<file path="config.mk">
export PLATFORM = sky130hd
export DESIGN_NAME = plab2_proc_int_muldiv_iter_flat
export DESIGN_NICKNAME = d
export VERILOG_FILES = /design/src/rtl/plab2_proc_int_muldiv_iter_pkg.sv /design/src/rtl/plab2_proc_int_muldiv_iter_if.sv /design/src/rtl/plab2_proc_muldiv_step.sv /design/src/rtl/plab2_proc_int_muldiv_iter.sv /design/src/flat_wrapper.sv
export SDC_FILE = /design/constraint.sdc
export NUM_CORES = 1
export LEC_CHECK = 0
export ABC_AREA = 1
export BUFFER_PORTS_ARGS = -buffer_cell sky130_fd_sc_hd__buf_4
export CORE_ASPECT_RATIO = 1.75
export CORE_UTILIZATION = 23
export CTS_CLUSTER_SIZE = 24
export DETAILED_ROUTE_END_ITERATION = 7
export PLACE_DENSITY = 0.43
export SYNTH_ARGS = -nofsm -noshare
export SYNTH_HDL_FRONTEND = slang
export SYNTH_SLANG_ARGS = --single-unit
</file>
<file path="constraint.sdc">
create_clock -name clk -period 4.16 [get_ports clk]
set_input_delay 0 -clock clk [delete_from_list [all_inputs] [get_ports clk]]
set_output_delay 0 -clock clk [all_outputs]
set_load 0.02 [all_outputs]
</file>
<file path="src/rtl/plab2_proc_int_muldiv_iter_pkg.sv">
// Shared encodings and helpers for the iterative multiply/divide unit.
package plab2_proc_int_muldiv_iter_pkg;

    localparam int MD_NBITS = 32;
    localparam int MD_CNT_W = $clog2(MD_NBITS);

    typedef enum logic [2:0] {
        MD_MUL  = 3'd0,
        MD_DIV  = 3'd1,
        MD_DIVU = 3'd2,
        MD_REM  = 3'd3,
        MD_REMU = 3'd4
    } md_fn_e;

    typedef enum logic [1:0] {
        ST_IDLE = 2'd0,
        ST_CALC = 2'd1,
        ST_DONE = 2'd2
    } md_state_e;

    // Codes 5..7 fall through every predicate below and so behave as MUL.
    function automatic logic fn_is_div(input logic [2:0] fn);
        return (fn == MD_DIV) || (fn == MD_DIVU) || (fn == MD_REM) || (fn == MD_REMU);
    endfunction

    function automatic logic fn_is_signed(input logic [2:0] fn);
        return (fn == MD_DIV) || (fn == MD_REM);
    endfunction

    function automatic logic fn_is_rem(input logic [2:0] fn);
        return (fn == MD_REM) || (fn == MD_REMU);
    endfunction

endpackage

</file>
<file path="src/rtl/plab2_proc_int_muldiv_iter_if.sv">
// Request/response val/rdy bundle between the X stage and the muldiv unit.
interface plab2_proc_int_muldiv_iter_if #(
    parameter int p_nbits = 32
);
    logic               req_val;
    logic               req_rdy;
    logic [2:0]         req_fn;
    logic [p_nbits-1:0] req_a;
    logic [p_nbits-1:0] req_b;
    logic               resp_val;
    logic               resp_rdy;
    logic [p_nbits-1:0] resp_data;

    modport master (
        output req_val, req_fn, req_a, req_b, resp_rdy,
        input  req_rdy, resp_val, resp_data
    );

    modport slave (
        input  req_val, req_fn, req_a, req_b, resp_rdy,
        output req_rdy, resp_val, resp_data
    );
endinterface

</file>
<file path="src/rtl/plab2_proc_muldiv_step.sv">
// One iteration of shift-add multiply or restoring divide; fed back through
// the operand/accumulator registers in the top.
module plab2_proc_muldiv_step #(
    parameter int p_nbits = 32
) (
    input  logic               is_mul,
    input  logic [p_nbits-1:0] a,
    input  logic [p_nbits-1:0] b,
    input  logic [p_nbits-1:0] acc,
    output logic [p_nbits-1:0] a_nxt,
    output logic [p_nbits-1:0] b_nxt,
    output logic [p_nbits-1:0] acc_nxt
);

    // One extra bit so the shifted partial remainder never overflows.
    logic [p_nbits:0] shifted;
    logic [p_nbits:0] diff;
    logic             ge;

    always_comb begin
        shifted = {acc, a[p_nbits-1]};
        diff    = shifted - {1'b0, b};
        ge      = (shifted >= {1'b0, b});
        a_nxt   = a;
        b_nxt   = b;
        acc_nxt = acc;
        if (is_mul) begin
            acc_nxt = b[0] ? (acc + a) : acc;
            a_nxt   = a << 1;
            b_nxt   = b >> 1;
        end else begin
            acc_nxt = ge ? diff[p_nbits-1:0] : shifted[p_nbits-1:0];
            a_nxt   = {a[p_nbits-2:0], ge};
        end
    end

endmodule

</file>
<file path="src/rtl/plab2_proc_int_muldiv_iter.sv">
// Iterative multiply/divide unit: p_nbits steps per op, val/rdy on both sides.
module plab2_proc_int_muldiv_iter
    import plab2_proc_int_muldiv_iter_pkg::*;
#(
    parameter int p_nbits = MD_NBITS
) (
    input  logic                            clk,
    input  logic                            reset,
    input  logic                            sd,
    plab2_proc_int_muldiv_iter_if.slave     io
);

    localparam int                 c_cnt_w = $clog2(p_nbits);
    localparam logic [c_cnt_w-1:0] c_last  = c_cnt_w'(p_nbits - 1);

    md_state_e          state;
    logic [c_cnt_w-1:0] cnt;
    logic [2:0]         fn_reg;
    logic [p_nbits-1:0] a_reg;
    logic [p_nbits-1:0] b_reg;
    logic [p_nbits-1:0] acc;
    logic               neg_res;
    logic               b_zero;
    logic               rdy_reg;
    logic               val_reg;
    logic [p_nbits-1:0] data_reg;

    logic [p_nbits-1:0] a_nxt;
    logic [p_nbits-1:0] b_nxt;
    logic [p_nbits-1:0] acc_nxt;
    logic [p_nbits-1:0] result;
    logic               in_signed;

    // The domain label only tags the datapath; it has no functional effect.
    logic unused_sd;
    assign unused_sd = sd;

    assign io.req_rdy   = rdy_reg;
    assign io.resp_val  = val_reg;
    assign io.resp_data = data_reg;
    assign in_signed    = fn_is_signed(io.req_fn);

    plab2_proc_muldiv_step #(.p_nbits(p_nbits)) u_step (
        .is_mul  (!fn_is_div(fn_reg)),
        .a       (a_reg),
        .b       (b_reg),
        .acc     (acc),
        .a_nxt   (a_nxt),
        .b_nxt   (b_nxt),
        .acc_nxt (acc_nxt)
    );

    // Divide-by-zero quotient stays all-ones whatever the operand signs.
    always_comb begin
        result = acc_nxt;
        if (fn_is_rem(fn_reg)) begin
            result = neg_res ? -acc_nxt : acc_nxt;
        end else if (fn_is_div(fn_reg)) begin
            result = (neg_res && !b_zero) ? -a_nxt : a_nxt;
        end
    end

    always_ff @(posedge clk or negedge reset) begin
        if (!reset) begin
            state    <= ST_IDLE;
            cnt      <= '0;
            fn_reg   <= MD_MUL;
            a_reg    <= '0;
            b_reg    <= '0;
            acc      <= '0;
            neg_res  <= 1'b0;
            b_zero   <= 1'b0;
            rdy_reg  <= 1'b1;
            val_reg  <= 1'b0;
            data_reg <= '0;
        end else begin
            case (state)
                ST_IDLE: begin
                    if (io.req_val && rdy_reg) begin
                        fn_reg  <= io.req_fn;
                        a_reg   <= (in_signed && io.req_a[p_nbits-1]) ? -io.req_a : io.req_a;
                        b_reg   <= (in_signed && io.req_b[p_nbits-1]) ? -io.req_b : io.req_b;
                        acc     <= '0;
                        cnt     <= '0;
                        neg_res <= in_signed && (fn_is_rem(io.req_fn)
                                   ? io.req_a[p_nbits-1]
                                   : (io.req_a[p_nbits-1] ^ io.req_b[p_nbits-1]));
                        b_zero  <= (io.req_b == '0);
                        rdy_reg <= 1'b0;
                        state   <= ST_CALC;
                    end
                end
                ST_CALC: begin
                    a_reg <= a_nxt;
                    b_reg <= b_nxt;
                    acc   <= acc_nxt;
                    cnt   <= cnt + 1'b1;
                    if (cnt == c_last) begin
                        data_reg <= result;
                        val_reg  <= 1'b1;
                        state    <= ST_DONE;
                    end
                end
                ST_DONE: begin
                    if (io.resp_rdy) begin
                        val_reg <= 1'b0;
                        rdy_reg <= 1'b1;
                        state   <= ST_IDLE;
                    end
                end
                default: begin
                    val_reg <= 1'b0;
                    rdy_reg <= 1'b1;
                    state   <= ST_IDLE;
                end
            endcase
        end
    end

endmodule
</file>
<file path="src/flat_wrapper.sv">
// flat-port wrapper written by rule: the top's interface ports become plain ports
module plab2_proc_int_muldiv_iter_flat import plab2_proc_int_muldiv_iter_pkg::*;
#(
    parameter int p_nbits = MD_NBITS
)
  (clk, reset, sd, io_req_val, io_req_fn, io_req_a, io_req_b, io_resp_rdy, io_req_rdy, io_resp_val, io_resp_data);
  plab2_proc_int_muldiv_iter_if #(.p_nbits(p_nbits)) io_i ();
  input  logic clk;
  input  logic reset;
  input  logic sd;
  input wire logic [$bits(io_i.req_val)-1:0] io_req_val;
  input wire logic [$bits(io_i.req_fn)-1:0] io_req_fn;
  input wire logic [$bits(io_i.req_a)-1:0] io_req_a;
  input wire logic [$bits(io_i.req_b)-1:0] io_req_b;
  input wire logic [$bits(io_i.resp_rdy)-1:0] io_resp_rdy;
  output wire logic [$bits(io_i.req_rdy)-1:0] io_req_rdy;
  output wire logic [$bits(io_i.resp_val)-1:0] io_resp_val;
  output wire logic [$bits(io_i.resp_data)-1:0] io_resp_data;
  assign io_i.req_val = io_req_val;
  assign io_i.req_fn = io_req_fn;
  assign io_i.req_a = io_req_a;
  assign io_i.req_b = io_req_b;
  assign io_i.resp_rdy = io_resp_rdy;
  assign io_req_rdy = io_i.req_rdy;
  assign io_resp_val = io_i.resp_val;
  assign io_resp_data = io_i.resp_data;
  plab2_proc_int_muldiv_iter #(.p_nbits(p_nbits)) u_core (.clk(clk), .reset(reset), .sd(sd), .io(io_i));
endmodule
</file>
==> results of run 1 <==
synth_stat cells, types with 29 or more instances:
cell | count | area share
nand3_1 | 212 | 0.072
dfrtp_1 | 141 | 0.24
xor2_1 | 40 | 0.024
o221ai_1 | 43 | 0.025
inv_1 | 305 | 0.077
o21ai_0 | 185 | 0.063
nor3_1 | 42 | 0.014
xnor2_1 | 29 | 0.017
clkbuf_1 | 63 | 0.016
nand2_1 | 600 | 0.15
nor2_1 | 234 | 0.059
a21oi_1 | 177 | 0.060
ha_1 | 69 | 0.058
nand4_1 | 30 | 0.013
how the worst max path moves through the flow:
stage               slack, ns  cells past startpoint                                   to
floorplan                0.37                     28  u_core.io.resp_data[26]$_DFFE_PN0P_
global placement        -0.31                     29  u_core.io.resp_data[28]$_DFFE_PN0P_
detailed placement      -0.25                     31  u_core.io.resp_data[28]$_DFFE_PN0P_
CTS                      -0.1                     31  u_core.io.resp_data[28]$_DFFE_PN0P_
global route            -0.13                     26  u_core.io.resp_data[28]$_DFFE_PN0P_
finish                   0.14                     29  u_core.io.resp_data[26]$_DFFE_PN0P_
timing repair:
action | in CTS | in global routing
setup buffers | 0 | 3
hold buffers | 57 | 0
endpoints found under the setup margin | 7 | 18
hold endpoints to repair | 102 | 0
gates resized for setup | 5 | 75
pin swaps | 1 | 17
cells by family after synthesis:
| kind of cell | count (synthesis) | share of synthesized area |
|---|---|---|
| and+or+nand+nor | 1199 | 0.350 |
| DFF | 142 | 0.240 |
| adders and majority gates | 71 | 0.0611 |
| buffers and inverters | 392 | 0.102 |
| xor gates and xnor gates | 69 | 0.0408 |
| AOI/OAI and AO/OA | 524 | 0.206 |
worst register-to-register path, delay by kind of cell, from the launching register on:
kind	cells	cell delay, ns
buffers and inverters	4	0.34
AO/OA/AOI/OAI	5	0.66
adder cells (fa/ha/maj)	2	0.32
flip-flops	1	0.37
AND/OR/NAND/NOR	18	2.22
through the flow:
stage | setup TNS (ns) | hold WS [ns] | setup slack [ns]
6_report | 0 | 0.0239 | 0.138
5_1_grt | -0.366 | 0.0189 | -0.128
4_1_cts | -0.140 | 0.00533 | -0.0965
3_5_place_dp | -0.830 | 0.00300 | -0.250
3_3_place_gp | -1.07 | 0.00153 | -0.310
2_1_floorplan | 0 | -0.296 | 0.366
final cells by class:
| cell class | count | area (µm²) | area share |
|---|---|---|---|
| Timing Repair Buffer | 483 | 3890 | 0.191 |
| Sequential cell | 142 | 3560 | 0.174 |
| Tap cell | 806 | 1010 | 0.0495 |
| Inverter | 314 | 1180 | 0.0578 |
| Multi-Input combinational cell | 1863 | 10200 | 0.498 |
| Clock buffer | 19 | 443 | 0.0217 |
| Clock inverter | 12 | 161 | 0.00791 |
metal layers:
metal | share of wire | global-route usage
met5 | 0 | 0
met3 | 0.026 | 0.0194
met1 | 0.35 | 0.243
met2 | 0.54 | 0.506
met4 | 0.083 | 0.193
==> metrics, run 1 <==
status=complete, no violations; TritonCTS clock tree=yes; worst path bufs/invs=4; Mapped Nets=~2.5k; R2R depth=29; row cnt=between 100 and 150; largest net degree at the start of global routing=between 90 and 100; startpoint types=flip-flop; Die ar.=between 60000 and 70000 µm²; dpl cells=3548; vias=18.0k; Reg clk slew, reported paths=around 0.07 ns; Root Buffer=clkbuf_16; Layout area overhead=37.8%; number of hold violations in the final report=0; cts bufs inserted=17; # DRC=0; RSZ-0062 raised after global routing=yes; Antenna Cells=0; Die X=approximately 190 µm; crit-path max FO=3; Slew @ Worst Pin=1.10 ns; R2R Setup Slk=between 0.1 and 0.15 ns; Worst Hold Path EP=u_core.a_reg[25]$_DFFE_PN0P_; Via-to-Cell Ratio=4.95; YS warnings=0; Slew HR=0.266; endpoints failing setup=0; worst skew pair latency=~0.48 ns; Final Cycle Share=0.967; Pre-Repair DR Iteration Count=8; most used cell along the critical path=nand2_1; Max Clk Rate=about 250 MHz; worst hold path stage count=3; FFs w/ async S/R, synth=1.00; Crit. End Element=flip-flop; CP startpoint=u_core.b_reg[31]$_DFFE_PN0P_; Worst EP required=around 4.5 ns; most frequent cells in the layout=nand2_1 (592), buf_4 (415), inv_1 (293); post-DP HPWL=69.1 mm; H-tree levels=4; synthesized area=around 15000 µm²; Detail Route Antenna Nets=0; Final Critical Period=about 4.0 ns; Worst path slowest cell=dfrtp_1; core area=between 60000 and 70000 µm²; Non-Filler Instances=approximately 3.6k; initial DRC count=between 1k and 1.5k; crit-path max cell delay=between 0.3 and 0.4 ns; Starting Density=0.234; clock sink total=142; Worst Hold Class=input port to flip-flop; Post-DP Area=between 15000 and 20000 µm²; count of input and output buffers=104; GR Util All Layers=0.255; critical path class=flip-flop to flip-flop; design area=slightly above 20000 µm²; syn avg cell area=about 6.2 µm²; DR WL/cell=22.8 µm; Max Buffers Root-to-Sink=2; initial antenna violation count=0; Final Wtd Congestion=between 0.9 and 1; Worst EP arrival=roughly 4.4 ns; WL final=between 80 and 90 mm; Fillers=6969; num ports=106; first-pass GRT wire length=120 mm; Max Cap Viol=0; commonest non-fill, non-tap cell in the layout=nand2_1; synthesized instance count=between 2k and 2.5k; Worst Skew=roughly 0.026 ns; post-synthesis cell type count=52; final layout net count=around 3.0k; Hold Startpoint=io_req_a[25]; Slew Viols, Final=0; Top Family by Delay on Critical Path=simple AND/OR/NAND/NOR gates; Die Ht=338 µm; Post-synth EDFFs=0; vias in the first global route=between 15k and 20k; Util after Layout=0.322; reg2reg end=u_core.io.resp_data[26]$_DFFE_PN0P_; post-synthesis register bit count=about 140; share of layout cells above drive strength 1=0.212; Post-synth top flop=dfrtp_1; post-synthesis sequential area ratio=0.240; Critical R2R Launch=u_core.b_reg[31]$_DFFE_PN0P_; GR Overflow Total=0
Power of run 1 is not shown: default switching activity piles up to over one toggle a cycle in this logic, so the estimate is an artifact.
==> inputs of run 2 (changes only) <==
- CORE_ASPECT_RATIO: 1.75 -> 0.75
- CORE_MARGIN: not set -> 2
- CTS_CLUSTER_SIZE: 24 -> not set
==> run 2 against run 1 <==
  * Register-to-register slack improved by 0.05 ns
  * First-iteration DRC count rose by 58%
  * Utilization fell by 2.5 points
  * Wire length fell by 13%
  * Sequential share of layout area rose by 1.4 points
  * Non-clock buffer count fell by 166
  * Largest cell class unchanged
  * Highest routed layer unchanged
==> metrics, run 2 (synthesis results as in run 1) <==
status=complete, no violations; critical path class=flip-flop to flip-flop; Slew HR=0.285; GR Util All Layers=0.217; initial DRC count=around 1.9k; Final Cycle Share=0.954; commonest non-fill, non-tap cell in the layout=nand2_1; Root Buffer=clkbuf_16; vias=approximately 18k; vias in the first global route=about 17k; Hold Startpoint=io_req_a[30]; Die X=roughly 300 µm; Slew Viols, Final=0; Worst Hold Class=input port to flip-flop; share of layout cells above drive strength 1=0.155; Worst EP arrival=about 4.3 ns; Layout area overhead=27.8%; Worst Skew=0.0105 ns; reg2reg end=u_core.io.resp_data[25]$_DFFE_PN0P_; Detail Route Antenna Nets=0; Fin Hold WS=0.0194 ns; final layout net count=2798; Reg clk slew, reported paths=~0.070 ns; crit-path max FO=4; most frequent cells in the layout=nand2_1 (592), inv_1 (301), buf_4 (256); Die Ht=224 µm; row cnt=80; Final Wtd Congestion=approximately 1.0; Via-to-Cell Ratio=5.05; first-pass GRT wire length=roughly 110 mm; RSZ-0062 raised after global routing=yes; R2R depth=20; Max Cap Viol=0; endpoints failing setup=0; clock sink total=142; Slew @ Worst Pin=about 1.1 ns; Worst Hold Path EP=u_core.a_reg[30]$_DFFE_PN0P_; H-tree levels=4; initial antenna violation count=2; Fillers=7154; post-DP HPWL=roughly 60 mm; startpoint types=flip-flop; Antenna Cells=0; Critical R2R Launch=u_core.acc[8]$_DFFE_PN0P_; Worst EP required=4.51 ns; worst hold path stage count=4; largest net degree at the start of global routing=a little over 90; Starting Density=0.232; GR Overflow Total=0; DR WL/cell=around 20 µm; Pre-Repair DR Iteration Count=5; worst skew pair latency=roughly 0.47 ns; Final Critical Period=slightly below 4 ns; # DRC=0; Crit. End Element=flip-flop; num ports=106; Max Clk Rate=~250 MHz; Die ar.=~66000 µm²; number of hold violations in the final report=0; core area=between 60000 and 70000 µm²; TritonCTS clock tree=yes; cts bufs inserted=17; WL final=between 70 and 80 mm; count of input and output buffers=between 100 and 150; Max Buffers Root-to-Sink=2; R2R Setup Slk=0.19 ns
run 2: cell types whose count changed in the layout (fill, tap and decap cells not counted), moves of 5 or more:
cell and change:
buf_12 -8, ha_4 -14, inv_2 -8, ha_1 +9
buf_4 -159, inv_1 +8, ha_2 +5
run 2: metal layers:
layer / GRT usage / share of wire / wire length, µm
met3: 0.0355 / 0.076 / 5500
met5: 0 / 0 / 0
met2: 0.305 / 0.39 / 28600
met1: 0.340 / 0.51 / 37400
met4: 0.0453 / 0.016 / 1190
run 2: critical path, stage by stage, from the launching register on:
cell	delay, ns
dfrtp_1	0.44
ha_1	0.33
buf_4	0.16
nand2_1	0.06
nand2_1	0.09
a21oi_1	0.41
nand3_1	0.36
nand2_1	0.14
nand2_1	0.09
xor2_1	0.34
nor2_2	0.07
o21ai_0	0.55
nor2_1	0.11
nand2_1	0.14
nor2_1	0.06
nand2_1	0.06
nand2_1	0.11
nand2_1	0.12
nand2_1	0.06
nand3_1	0.07
a21boi_1	0.07
run 2: final cells by class:
cell class	count	area, µm²	share of cell area
clock buffer	19	443	0.0234
clock inverter	12	161	0.00854
tap	861	1080	0.0570
timing repair buffer	317	2540	0.135
multi-input combinational	1863	9950	0.526
inverter	314	1180	0.0623
sequential	142	3560	0.188
run 2: worst max path at each step:
stage / start / to / slack, ns / cells after the start
after floorplan: u_core.acc[7]$_DFFE_PN0P_ / u_core.io.resp_data[26]$_DFFE_PN0P_ / 0.37 / 28
after global placement: u_core.b_reg[26]$_DFFE_PN0P_ / u_core.io.resp_data[26]$_DFFE_PN0P_ / 0.14 / 26
after detailed placement: u_core.b_reg[7]$_DFFE_PN0P_ / u_core.io.resp_data[26]$_DFFE_PN0P_ / 0.12 / 28
after CTS: u_core.b_reg[7]$_DFFE_PN0P_ / u_core.io.resp_data[26]$_DFFE_PN0P_ / 0.12 / 28
after global routing: u_core.b_reg[30]$_DFFE_PN0P_ / u_core.io.resp_data[28]$_DFFE_PN0P_ / -0.03 / 23
final: u_core.acc[8]$_DFFE_PN0P_ / u_core.io.resp_data[25]$_DFFE_PN0P_ / 0.19 / 20
run 2: what timing repair did:
action                     4_1_cts  5_1_grt
hold endpoints to repair       145        0
setup endpoints to repair        0       16
setup buffers                    0        4
hold buffers                    58        0
resized for setup                0       57
run 2: through the flow:
| step | area [µm²] | util | setup TNS, ns | cells | worst slack (ns) |
|---|---|---|---|---|---|
| after floorplan | 14800 | - | 0 | 2397 | 0.366 |
| after global placement | 17500 | 0.275 | 0 | 3435 | 0.141 |
| after detailed placement | 17500 | 0.275 | 0 | 3435 | 0.121 |
| after CTS | 18700 | 0.293 | 0 | 3524 | 0.117 |
| after global routing | 18900 | 0.297 | -0.0555 | 3528 | -0.0252 |
| final | 18900 | 0.297 | 0 | 3528 | 0.192 |
Power of run 2 is left out for the same reason.
